==> src/rtl/fnd_pkg.sv <==
// ============================================================================
// Package : fnd_pkg
// Brief   : Shared constants, state type and helpers for the FND scan capture.
// Rev     : 1.0  initial release
// ============================================================================
`default_nettype none

package fnd_pkg;

    localparam int NUM_DIGITS = 4;

    // Active-low segment patterns, bit0 = a ... bit6 = g
    localparam logic [6:0] SEG_0     = 7'h40;
    localparam logic [6:0] SEG_1     = 7'h79;
    localparam logic [6:0] SEG_2     = 7'h24;
    localparam logic [6:0] SEG_3     = 7'h30;
    localparam logic [6:0] SEG_4     = 7'h19;
    localparam logic [6:0] SEG_5     = 7'h12;
    localparam logic [6:0] SEG_6     = 7'h02;
    localparam logic [6:0] SEG_7     = 7'h78;
    localparam logic [6:0] SEG_8     = 7'h00;
    localparam logic [6:0] SEG_9     = 7'h10;
    localparam logic [6:0] SEG_BLANK = 7'h7F;

    localparam int WEIGHT_1000 = 1000;
    localparam int WEIGHT_100  = 100;
    localparam int WEIGHT_10   = 10;
    localparam int WEIGHT_1    = 1;

    typedef enum logic [0:0] {
        ST_COLLECT = 1'b0,
        ST_PUBLISH = 1'b1
    } frame_state_t;

    function automatic logic [13:0] bcd_to_bin(input logic [15:0] bcd);
        int acc;
        acc = int'(bcd[15:12]) * WEIGHT_1000 + int'(bcd[11:8]) * WEIGHT_100
            + int'(bcd[7:4]) * WEIGHT_10 + int'(bcd[3:0]) * WEIGHT_1;
        return 14'(acc);
    endfunction

endpackage

`default_nettype wire

==> src/rtl/fnd_seg_decode.sv <==
// ============================================================================
// Module : fnd_seg_decode
// Brief  : Combinational active-low 7-segment pattern to BCD decoder.
// Rev    : 1.0  initial release
// ============================================================================
`default_nettype none

module fnd_seg_decode
    import fnd_pkg::*;
(
    input  logic [6:0] seg,
    output logic       blank,
    output logic       valid,
    output logic [3:0] bcd
);

    always_comb begin
        blank = 1'b0;
        valid = 1'b1;
        bcd   = 4'd0;
        case (seg)
            SEG_0:     bcd = 4'd0;
            SEG_1:     bcd = 4'd1;
            SEG_2:     bcd = 4'd2;
            SEG_3:     bcd = 4'd3;
            SEG_4:     bcd = 4'd4;
            SEG_5:     bcd = 4'd5;
            SEG_6:     bcd = 4'd6;
            SEG_7:     bcd = 4'd7;
            SEG_8:     bcd = 4'd8;
            SEG_9:     bcd = 4'd9;
            SEG_BLANK: begin
                valid = 1'b0;
                blank = 1'b1;
            end
            default:   valid = 1'b0;
        endcase
    end

endmodule

`default_nettype wire

==> src/rtl/fnd_scan_capture.sv <==
// ============================================================================
// Module : fnd_scan_capture
// Brief  : Captures a scanned 4-digit FND, debounces slots and reports the
//          displayed value. Define FND_DP_EN to also capture decimal points.
// Rev    : 1.0  initial release
// ============================================================================
`default_nettype none

module fnd_scan_capture
    import fnd_pkg::*;
#(
    parameter int SETTLE_CYC  = 4,
    parameter int TIMEOUT_CYC = 4096
) (
    input  logic        clk,
    input  logic        rst,
    input  logic [3:0]  fnd_com,
    input  logic [6:0]  fnd_data,
`ifdef FND_DP_EN
    input  logic        fnd_dp,
    output logic [3:0]  dp_mask,
`endif
    input  logic        err_clr,
    output logic [13:0] value,
    output logic [15:0] digits,
    output logic [3:0]  blank_mask,
    output logic        frame_valid,
    output logic        changed,
    output logic        err_seg,
    output logic        err_com,
    output logic        stalled
);

    localparam int SW = $clog2(SETTLE_CYC + 1);
    localparam int TW = $clog2(TIMEOUT_CYC + 1);

    logic [3:0]    r_com, r_com_prev;
    logic [6:0]    r_data, r_data_prev;
    logic [SW-1:0] r_settle;
    logic [TW-1:0] r_tmo;
    logic [3:0]    r_seen;
    logic [15:0]   r_dig_buf;
    logic [3:0]    r_blank_buf;
    logic          r_have_frame;
    frame_state_t  r_state;

    logic          w_com_change, w_any_change, w_sample, w_tmo_hit;
    logic          w_one_low, w_multi_low;
    logic          w_blank, w_valid;
    logic [3:0]    w_bcd, w_sel, w_seen_next;
    logic [13:0]   w_new_value;

`ifdef FND_DP_EN
    logic          r_dp, r_dp_prev;
    logic [3:0]    r_dp_buf;
    assign w_any_change = w_com_change || (r_data != r_data_prev) || (r_dp != r_dp_prev);
`else
    assign w_any_change = w_com_change || (r_data != r_data_prev);
`endif

    assign w_com_change = (r_com != r_com_prev);
    assign w_sample     = !w_any_change && (r_settle == SW'(SETTLE_CYC - 1));
    assign w_tmo_hit    = !w_com_change && (r_tmo == TW'(TIMEOUT_CYC - 1));
    assign w_one_low    = ($countones(~r_com) == 1);
    assign w_multi_low  = ($countones(~r_com) > 1);
    assign w_sel        = ~r_com;
    assign w_seen_next  = r_seen | w_sel;
    assign w_new_value  = bcd_to_bin(r_dig_buf);

    fnd_seg_decode u_dec (
        .seg   (r_data),
        .blank (w_blank),
        .valid (w_valid),
        .bcd   (w_bcd)
    );

    // Input registers, the previous copy for change detection, and the counters
    always_ff @(posedge clk or negedge rst) begin
        if (!rst) begin
            r_com       <= 4'hF;
            r_com_prev  <= 4'hF;
            r_data      <= 7'h7F;
            r_data_prev <= 7'h7F;
`ifdef FND_DP_EN
            r_dp        <= 1'b1;
            r_dp_prev   <= 1'b1;
`endif
            r_settle    <= '0;
            r_tmo       <= '0;
            stalled     <= 1'b0;
        end else begin
            r_com       <= fnd_com;
            r_com_prev  <= r_com;
            r_data      <= fnd_data;
            r_data_prev <= r_data;
`ifdef FND_DP_EN
            r_dp        <= fnd_dp;
            r_dp_prev   <= r_dp;
`endif
            if (w_any_change)
                r_settle <= '0;
            else if (r_settle != SW'(SETTLE_CYC))
                r_settle <= r_settle + 1'b1;

            if (w_com_change)
                r_tmo <= '0;
            else if (r_tmo != TW'(TIMEOUT_CYC))
                r_tmo <= r_tmo + 1'b1;

            if (w_com_change)
                stalled <= 1'b0;
            else if (w_tmo_hit)
                stalled <= 1'b1;
        end
    end

    // Slot buffer and frame FSM
    always_ff @(posedge clk or negedge rst) begin
        if (!rst) begin
            r_state      <= ST_COLLECT;
            r_seen       <= 4'h0;
            r_dig_buf    <= 16'h0;
            r_blank_buf  <= 4'h0;
            r_have_frame <= 1'b0;
            value        <= 14'd0;
            digits       <= 16'h0;
            blank_mask   <= 4'h0;
            frame_valid  <= 1'b0;
            changed      <= 1'b0;
            err_seg      <= 1'b0;
            err_com      <= 1'b0;
`ifdef FND_DP_EN
            r_dp_buf     <= 4'h0;
            dp_mask      <= 4'h0;
`endif
        end else begin
            frame_valid <= 1'b0;
            changed     <= 1'b0;
            err_seg     <= (err_seg && !err_clr) || (w_sample && w_one_low && !w_valid && !w_blank);
            err_com     <= (err_com && !err_clr) || (w_sample && w_multi_low);

            case (r_state)
                ST_COLLECT: begin
                    if (w_sample && w_one_low && (w_valid || w_blank)) begin
                        for (int i = 0; i < NUM_DIGITS; i++) begin
                            if (w_sel[i]) begin
                                r_dig_buf[i*4 +: 4] <= w_bcd;
                                r_blank_buf[i]      <= w_blank;
`ifdef FND_DP_EN
                                r_dp_buf[i]         <= !r_dp;
`endif
                            end
                        end
                        r_seen <= w_seen_next;
                        if (w_seen_next == 4'hF)
                            r_state <= ST_PUBLISH;
                    end
                end
                ST_PUBLISH: begin
                    value        <= w_new_value;
                    digits       <= r_dig_buf;
                    blank_mask   <= r_blank_buf;
`ifdef FND_DP_EN
                    dp_mask      <= r_dp_buf;
`endif
                    frame_valid  <= 1'b1;
                    changed      <= !r_have_frame || (w_new_value != value);
                    r_have_frame <= 1'b1;
                    r_seen       <= 4'h0;
                    r_state      <= ST_COLLECT;
                end
                default: r_state <= ST_COLLECT;
            endcase

            // A stalled scan abandons any partially collected frame
            if (w_tmo_hit)
                r_seen <= 4'h0;
        end
    end

endmodule

`default_nettype wire

==> config.mk <==
export PLATFORM = sky130hd
export DESIGN_NAME = fnd_scan_capture
export DESIGN_NICKNAME = d
export VERILOG_FILES = /design/src/rtl/fnd_pkg.sv /design/src/rtl/fnd_seg_decode.sv /design/src/rtl/fnd_scan_capture.sv
export SDC_FILE = /design/constraint.sdc
export NUM_CORES = 1
export LEC_CHECK = 0
export ABC_AREA = 0
export BUFFER_PORTS_ARGS = -buffer_cell sky130_fd_sc_hd__buf_2
export CORE_ASPECT_RATIO = 0.6
export CORE_MARGIN = 2
export CORE_UTILIZATION = 62
export DETAILED_ROUTE_END_ITERATION = 12
export PLACE_DENSITY_LB_ADDON = 0.1
export SYNTH_ARGS = -nofsm -noshare
export SYNTH_HDL_FRONTEND = slang
export SYNTH_SLANG_ARGS = --single-unit
==> constraint.sdc <==
create_clock -name clk -period 8.1 [get_ports clk]
set_input_delay 0.405 -clock clk [delete_from_list [all_inputs] [get_ports clk]]
set_output_delay 0.405 -clock clk [all_outputs]
set_load 0.01 [all_outputs]
==> qor.yml, run 1 <==
setup_tns_ps: 0
worst_pin_slew_ps: 1010
p_leak_nw: 3.62
fin_crit_ps: 5190
cts.path.max_buffers: 2
synth_cell_types: 58
drtIter0Drc: 258
grt_pass1_wl_um: 20300
holdWs_ps: 18.3
critPathLaunchType: "flop"
yosysSeqAreaShare: 0.410
slew-limit-headroom: 0.324
routedWlPerCell_um: 16.9
final_nets: 669
max_cap_viol_count: 0
synth_area_sq_mm: 0.00629
cp-end-kind: "flop"
synth_fp_nets: 625
gp_congestion: 0.862
post_cts_buffers: 0
hold_viol_final: 0
synth_async_sr_flop_share: 1.00
hp-class: "input port to asynchronous set/reset pin"
period_share: 0.640
ant_nets: 0
setup_violations: 0
final_cells: 719
track_usage: 0.241
fp.dieH_um: 82.0
place_inst: 702
synth-edff-count: 0
postSynthCellCount: 534
drive_above_1_share: 0.252
core.rowCount: 28
dieArea_sq_mm: 0.0110
rsz0062_at_grt: "no"
cts_buffers: 9
initial_utilization: 0.637
vias_per_cell: 5.65
overflow: 0
firstDrtPassIters: 4
fin_worst_skew_ps: 5.22
netlist.area_leader.share: 0.318
die_w_um: 134
wl_um: 12200
ir_worst_vdd_mv: 0.111
power_density_mw_per_mm2: 145
holdBufCountCts: 0
cts_root_buffer: "clkbuf_16"
via_count: 4065
cp_max_fo: 8
cts.sinks: 102
fmax_mhz: 193
clock_latency_ps: 340
core_area_sq_mm: 0.00988
grt_max_degree: 67
synth.area.top_cells: "dfrtp_1 32%, ha_1 12%, dfstp_2 9.2%, fa_1 5.7%, mux2_2 5.7%"
drc: 0
syn_avg_cell_area_sq_um: 11.8
antenna_found_initial: 0
cp.required_ps: 8310
syn2layout_area_growth_pct: 9.59
yosys.area.top_type: "dfrtp_1"
dp.final_hpwl_um: 9040
slew_viol_final: 0
first_global_vias: 3982
ctsResizeCount: 0
synthFlopType: "dfrtp_1"
path_clk_slew_ps: 70
io_buffers: 52
cts_tree: "done"
ctsHtreeMaxLevel: 3
critPathKind: "flop to flop"
cp_data_arrival_time_ps: 5400
synth-seq-cells: 102
yosysWarningCount: 0
io_pins: 53
status: "finished, final reports clean"
-- kinds of logic after synthesis --
group,after synthesis,share of synthesized area
compound gates,70,0.0816
buf+inv,68,0.0509
flops,102,0.410
simple gates,109,0.0935
mux,52,0.102
fa+ha+maj,77,0.175
xor+xnor,56,0.0871
-- per-stage QoR --
| stage | instance area [sq um] | total power, W | worst slack, ps | util |
|---|---|---|---|---|
| after global routing | 6890 | 0.00104 | 2510 | 0.697 |
| after global placement | 6590 | 0.000574 | 3160 | 0.667 |
| after floorplan | 6290 | 0.000559 | 3290 | - |
| after CTS | 6890 | 0.00101 | 2950 | 0.697 |
| after detailed placement | 6590 | 0.000576 | 2980 | 0.667 |
| final | 6890 | 0.000998 | 2910 | 0.698 |
-- Yosys cell counts, drive strengths merged (7+ instances only) --
cell type	number
a21o	7
mux2	52
a21oi	19
ha	59
dfrtp	80
nand3	12
fa	18
clkbuf	9
nand2	16
and3	7
nor3	10
xnor2	41
nor2	35
o21ai	7
inv	48
buf	11
dfstp	22
xor2	11
-- worst paths after layout --
kind | startpoint | endpoint | slack (ps) | cells after the start
worst max-delay path | r_dig_buf[14]$_DFFE_PN0P_ | changed$_DFF_PN0_ | 2910 | 17
worst min-delay path | rst | value[12]$_DFFE_PN0P_ | 20 | 1
worst max register to register | r_dig_buf[14]$_DFFE_PN0P_ | changed$_DFF_PN0_ | 2910 | 17
min in group clk | fnd_data[2] | r_data[2]$_DFF_PN1_ | 160 | 1
worst min register to register | r_com[2]$_DFF_PN1_ | r_com_prev[2]$_DFF_PN1_ | 410 | 0
max in group asynchronous | rst | r_state$_DFF_PN0_ | 6870 | 2
-- cell usage in the layout, fill, tap and decap left out, types with 4 or more instances in the layout --
cell type and count:
a211o_1 4, nor4b_1 4, nand2_1 16, ha_1 59, o21a_1 5, mux2_1 5
xor2_1 11, nand4_1 4, nor3_1 9, fa_1 18, clkbuf_16 10, and3_1 7
dfstp_2 22, a21oi_1 19, mux2_2 32, nor2b_1 4, mux2_4 15, inv_1 48
o21ai_0 7, dfrtp_1 79, buf_2 51, xnor2_1 41, or3_1 5, a21o_1 7
nor2_1 35, nand3_1 12, a211oi_1 4
-- flip-flops by register name, summed over array words and instances (netlist names) --
| register | cells |
|---|---|
| r_dig_buf | 16 |
| digits | 15 |
| value | 14 |
| r_tmo | 13 |
| r_data | 7 |
| r_data_prev | 7 |
| blank_mask | 4 |
| r_blank_buf | 4 |
| r_com | 4 |
| r_com_prev | 4 |
| r_seen | 4 |
| r_settle | 3 |
| changed | 1 |
| err_com | 1 |
| err_seg | 1 |
| frame_valid | 1 |
| r_have_frame | 1 |
| r_state | 1 |
| stalled | 1 |
-- report_power, final --
part / switching, W / internal (W) / leakage (nW)
Combinational: 0.0000229 / 0.0000132 / 2.12
Clock: 0.000200 / 0.000232 / 0.148
Sequential: 0.0000101 / 0.000520 / 1.35
Total: 0.000233 / 0.000765 / 3.62
-- metal layers --
layer	vias up	wire length [um]	GRT usage
li1	1949	-	-
met1	1992	6330	0.370
met2	113	5110	0.353
met3	11	619	0.0481
met4	0	123	0.0579
met5	-	0	0
-- critical path: stages, from the launching register on --
cell and delay, ps:
dfrtp_1 510, fa_1 620, inv_1 100, fa_1 510
inv_1 40, ha_1 340, a21o_1 180, a21oi_1 260
xor2_1 200, ha_1 250, ha_1 300, ha_1 410
and3_1 230, o211a_1 230, nor4b_1 70, a2111oi_0 420
o2111a_1 280, a41oi_1 110
-- area by class of cell --
class,instances,area (sq um)
Multi-Input combinational cell,364,3390
Clock buffer,10,250
Antenna cell,1,2.50
Fill cell,751,2990
Tap cell,135,169
Inverter,48,180
Sequential cell,102,2580
Timing Repair Buffer,53,270
Clock inverter,6,50.0
(Power assumes the default switching activity.)
==> inputs of run 2 (changes only) <==
- CORE_UTILIZATION: 62 -> 55
- clock period: 8.1 -> 4.2 ns (I/O delays scaled with it)
==> qor.yml, run 2 (synthesis gave the netlist of run 1 again) <==
status: "finished with violations"
violations: "setup timing"
fp.dieH_um: 86.8  # +5.9%
cts.path.max_buffers: 2  # unchanged
critPathLaunchType: "flop"
dp.final_hpwl_um: 9610  # +6.3%
reg2reg_from: "r_dig_buf[14]$_DFFE_PN0P_"
drive_above_1_share: 0.354  # +0.102
p_comb_frac: 0.041  # +0.005
ctsHtreeMaxLevel: 3  # unchanged
largest_register_ffs: 16  # unchanged
wl_um: 13200  # +8.4%
slew-limit-headroom: 0.361  # +0.0368
n_antenna_cell: 0  # -1
period_share: 1.08  # +0.441
largest_registers: "r_dig_buf (16), digits (15), value (14)"
hold_viol_final: 0  # unchanged
setup_violations: 6  # +6
track_usage: 0.227  # -0.0144
critPathLaunch: "r_dig_buf[14]$_DFFE_PN0P_"
max_cap_viol_count: 0  # unchanged
reg2regPathDepth: 18  # +1
grt_max_degree: 58  # -13%
cp_max_fo: 4  # -4
ir_worst_vdd_mv: 0.186  # +67%
critPathKind: "flop to flop"
cts_tree: "done"
rsz0062_at_grt: "yes"
firstDrtPassIters: 5  # +1
final_nets: 730  # +9.1%
final_common_cell: "dfrtp_1"
power.share.switching: 0.246  # +0.0125
setup_tns_ps: -913  # -913 ps
cp.required_ps: 4480  # -3830 ps
seq_power_share: 0.529  # -0.002
fin_worst_skew_ps: 10.7  # +5.48 ps
fmax_mhz: 220  # +14%
io_pins: 53  # unchanged
gp_congestion: 0.916  # +6.3%
worst_pin_slew_ps: 959  # -53.0 ps
p_sw_w: 0.000474  # +100%
antenna_found_initial: 0  # unchanged
io_buffers: 52  # unchanged
vias_per_cell: 5.43  # -3.9%
overflow: 0  # unchanged
dieArea_sq_mm: 0.0123  # +12%
timing.final.ws_setup_ps: -341  # -3260 ps
first_global_vias: 4238  # +6.4%
endpoint: "changed$_DFF_PN0_"
drc: 0  # unchanged
cts.sinks: 102  # unchanged
cts_buffers: 9  # unchanged
hp-class: "input port to flop"
slew_viol_final: 0  # unchanged
die_w_um: 142  # +6.0%
grt_pass1_wl_um: 21600  # +6.3%
largest_register: "r_dig_buf"
cp_data_arrival_time_ps: 4820  # -580 ps
path_clk_slew_ps: 80  # about the same
p_clk_frac: 0.430  # -0.003
power_density_mw_per_mm2: 252  # +74%
fin_crit_ps: 4540  # -645 ps
layout_common_cells: "78 x dfrtp_1, 51 x buf_2, 48 x ha_1, 46 x buf_4, 45 x inv_1"
routedWlPerCell_um: 16.8  # -1.1%
drtIter0Drc: 150  # -42%
core_area_sq_mm: 0.0112  # +14%
r2r_slack_ps: -340  # -3260 ps
via_count: 4282  # +5.3%
p_int_w: 0.00146  # +90%
cp-end-kind: "flop"
core.rowCount: 30  # +7.1%
p_leak_nw: 3.91  # +8.0%
syn2layout_area_growth_pct: 22.0
clock_latency_ps: 350  # about the same
r2r_end: "changed$_DFF_PN0_"
initial_utilization: 0.560  # -0.0762
cts_root_buffer: "clkbuf_16"
ant_nets: 0  # unchanged
p_total_w: 0.00193  # +93%
run 2: how the worst min path moves through the flow:
stage                  from                         to  slack (ps)  cells past startpoint
detailed placement      rst   r_have_frame$_DFFE_PN0P_         140                      1
global route        err_clr          err_seg$_DFF_PN0_         170                      3
global placement        rst   r_have_frame$_DFFE_PN0P_         140                      1
finish              err_clr          err_seg$_DFF_PN0_         170                      3
floorplan               rst  blank_mask[0]$_DFFE_PN0P_         -90                      0
CTS                 err_clr          err_seg$_DFF_PN0_         160                      3
run 2: critical path: stages (launching register included):
cell      delay (ps)
dfrtp_2          430
buf_6            130
fa_1             570
inv_2             60
fa_1             500
inv_2             50
ha_4             250
a21o_1           190
a21oi_2          150
xor2_1           170
ha_1             270
ha_4             290
ha_4             210
and3_4           180
o211a_1          130
or3b_1           350
a211o_1          280
o2111a_1         150
a41oi_2          120
run 2: repair_timing:
item,in CTS,in global routing
endpoints found under the hold margin,31,0
buffers inserted,7,5
gates resized for setup,20,16
setup endpoints to repair,6,6
pin swaps,23,31
hold buffers,12,0
gates cloned,0,0
run 2: cell type report:
class / count / area (sq um)
Clock buffer: 9 / 225
Clock inverter: 7 / 73.8
Fill cell: 831 / 3550
Inverter: 48 / 180
Multi-Input combinational cell: 364 / 3640
Sequential cell: 102 / 2580
Tap cell: 144 / 180
Timing Repair Buffer: 114 / 786
run 2: power by group through the flow:
stage                     Clock [W]  Combinational [W]  Sequential, W
after floorplan                   0          0.0000506        0.00103
after global placement            0          0.0000698        0.00104
after detailed placement          0          0.0000724        0.00104
after CTS                  0.000857          0.0000815        0.00102
after global routing       0.000888          0.0000905        0.00102
final                      0.000830          0.0000798        0.00102
run 2: routing by layer:
layer / vias up / part of all wire / track usage
li1: 2054 / - / -
met1: 2127 / 0.51 / 0.351
met2: 92 / 0.43 / 0.321
met3: 9 / 0.052 / 0.0564
met4: 0 / 0.0076 / 0.0482
met5: - / 0 / 0
run 2: stage by stage:
step | cell area, sq um | utilization | cells | worst slack, ps | hold WS (ps)
after floorplan | 6330 | - | 534 | -277 | -85.6
after global placement | 6920 | 0.617 | 749 | -359 | 138
after detailed placement | 6920 | 0.617 | 749 | -518 | 139
after CTS | 7550 | 0.673 | 784 | -307 | 161
after global routing | 7670 | 0.684 | 788 | -501 | 166
final | 7670 | 0.684 | 788 | -341 | 168
==> inputs of run 3 (changes only) <==
- REMOVE_ABC_BUFFERS: default -> 1
- clock period: 4.2 -> 3.8 ns (I/O delays scaled with it)
==> qor.yml, run 3 (synthesis gave the netlist of run 1 again) <==
status: "finished with violations"
violations: "hold timing, setup timing"
period_share: 1.22  # +0.134
cp_max_fo: 4  # unchanged
r2r_slack_ps: -820  # -480 ps
drc: 0  # unchanged
setup_violations: 7  # +1
cp_data_arrival_time_ps: 4850  # +30 ps
timing.final.ws_setup_ps: -819  # -478 ps
hp-class: "input port to asynchronous set/reset pin"
cp-end-kind: "flop"
wl_um: 14000  # +6.3%
cts.sinks: 102  # unchanged
syn2layout_area_growth_pct: 27.3
max_stage_delay_ps: 580  # about the same
dp.final_hpwl_um: 9320  # -3.0%
power_density_mw_per_mm2: 272  # +8.0%
cts.path.max_buffers: 2  # unchanged
critPathKind: "flop to flop"
antenna_found_initial: 0  # unchanged
drive_above_1_share: 0.396  # +0.0418
worst_pin_slew_ps: 994  # +34.8 ps
n_antenna_cell: 0  # unchanged
drtIter0Drc: 267  # +78%
die_w_um: 142  # unchanged
rsz0062_at_grt: "yes"
slew-limit-headroom: 0.338  # -0.0232
largest_register_ffs: 16  # unchanged
slew_viol_final: 0  # unchanged
fp.dieH_um: 86.8  # unchanged
vias_per_cell: 5.54  # +2.0%
initial_utilization: 0.560  # unchanged
firstDrtPassIters: 5  # unchanged
track_usage: 0.243  # +0.0162
fin_crit_ps: 4620  # +77.6 ps
fillers: 769  # -7.5%
ctsHtreeMaxLevel: 3  # unchanged
p_leak_nw: 4.05  # +3.8%
reg2reg_from: "r_dig_buf[13]$_DFFE_PN0P_"
critPathLaunchType: "flop"
core_area_sq_mm: 0.0112  # unchanged
layout_common_cells: "78 x dfrtp_1, 64 x buf_4, 51 x buf_2, 45 x inv_1, 43 x ha_1"
io_buffers: 52  # unchanged
grt_pass1_wl_um: 23100  # +7.4%
crit_chain: "fa_1 > inv_2 > fa_1 > inv_2 > ha_4 > buf_6 > o211ai_1 > a21oi_1 > nor2_1 > xnor2_1 > ha_1 > ha_4 > and3_4 > o211a_1 > buf_6 > nor4b_2 > a2111oi_4 > o2111a_1 > a41oi_2"
clock_latency_ps: 360  # about the same
path_clk_slew_ps: 80  # about the same
cp.required_ps: 4030  # -450 ps
cts_root_buffer: "clkbuf_16"
first_global_vias: 4485  # +5.8%
routedWlPerCell_um: 17.3  # +3.3%
ir_worst_vdd_mv: 0.259  # +39%
r2r_end: "changed$_DFF_PN0_"
fmax_mhz: 217  # -1.7%
dieArea_sq_mm: 0.0123  # unchanged
grt_max_degree: 80  # +38%
critical-path-slowest-cell: "fa_1"
via_count: 4493  # +4.9%
io_pins: 53  # unchanged
gp_congestion: 0.841  # -8.2%
ant_nets: 0  # unchanged
hold_viol_final: 4  # +4
cts_buffers: 9  # unchanged
overflow: 0  # unchanged
reg2regPathDepth: 19  # +1
final_common_cell: "dfrtp_1"
core.rowCount: 30  # unchanged
fin_worst_skew_ps: 12.4  # +1.69 ps
final_nets: 753  # +3.2%
final_cells: 811  # +2.9%
max_cap_viol_count: 0  # unchanged
setup_tns_ps: -3930  # -3020 ps
largest_register: "r_dig_buf"
cts_tree: "done"
place_inst: 769  # +2.7%
holdWs_ps: -8.96  # -177 ps
largest_registers: "r_dig_buf (16), digits (15), value (14)"
## run 3: cell type report
| class | instances | area [sq um] | share of cell area |
|---|---|---|---|
| sequential | 102 | 2580 | 0.323 |
| tap | 144 | 180 | 0.0225 |
| timing repair buffer | 137 | 970 | 0.121 |
| inverter | 48 | 180 | 0.0225 |
| clock buffer | 9 | 225 | 0.0281 |
| multi-input combinational | 364 | 3780 | 0.472 |
| clock inverter | 7 | 93.8 | 0.0117 |
## run 3: layer usage
layer	global-route usage	part of all wire	vias up	wire, um
met5	0	0	-	0
met4	0.0664	0.011	0	153
met3	0.0436	0.041	14	577
met2	0.368	0.44	124	6250
met1	0.363	0.50	2244	7070
li1	-	-	2111	-
## run 3: worst max-delay path by stage
stage	start	to	depth (start not counted)
floorplan	r_dig_buf[14]$_DFFE_PN0P_	changed$_DFF_PN0_	17
global placement	r_dig_buf[13]$_DFFE_PN0P_	changed$_DFF_PN0_	18
detailed placement	r_dig_buf[13]$_DFFE_PN0P_	changed$_DFF_PN0_	14
CTS	r_dig_buf[15]$_DFFE_PN0P_	changed$_DFF_PN0_	15
global route	r_dig_buf[13]$_DFFE_PN0P_	changed$_DFF_PN0_	19
finish	r_dig_buf[13]$_DFFE_PN0P_	changed$_DFF_PN0_	19
## run 3: worst max-delay path, delay by kind of cell, from the launching register on
family	cells	cell delay, ps
compound gates	6	1280
xor+xnor	1	150
fa+ha+maj	5	1890
buf+inv	4	340
flops	1	460
simple gates	3	380
## run 3: per-stage QoR
step,cell area [sq um],hold WS [ps],setup WS [ps],utilization,total power (W)
6_report,8010,-8.96,-819,0.713,0.00218
5_1_grt,8010,74.9,-950,0.713,0.00226
4_1_cts,7900,36.4,-622,0.704,0.00220
3_5_place_dp,7040,296,-1030,0.627,0.00123
3_3_place_gp,7040,295,-894,0.627,0.00122
2_1_floorplan,6150,-106,-949,-,0.00118
## run 3: report_power, final
part / switching (W) / internal, W
registers: 0.0000213 / 0.00111
clock network: 0.000481 / 0.000479
logic: 0.0000512 / 0.0000361
total: 0.000554 / 0.00162
## run 3: repair_timing
item                                   CTS  global route
buffers inserted                        11             6
endpoints found under the hold margin   11             0
hold buffers                            11             0
pin swaps                               54            17
cloned                                   0             0
setup endpoints to repair                7             7
resized for setup                       62             9
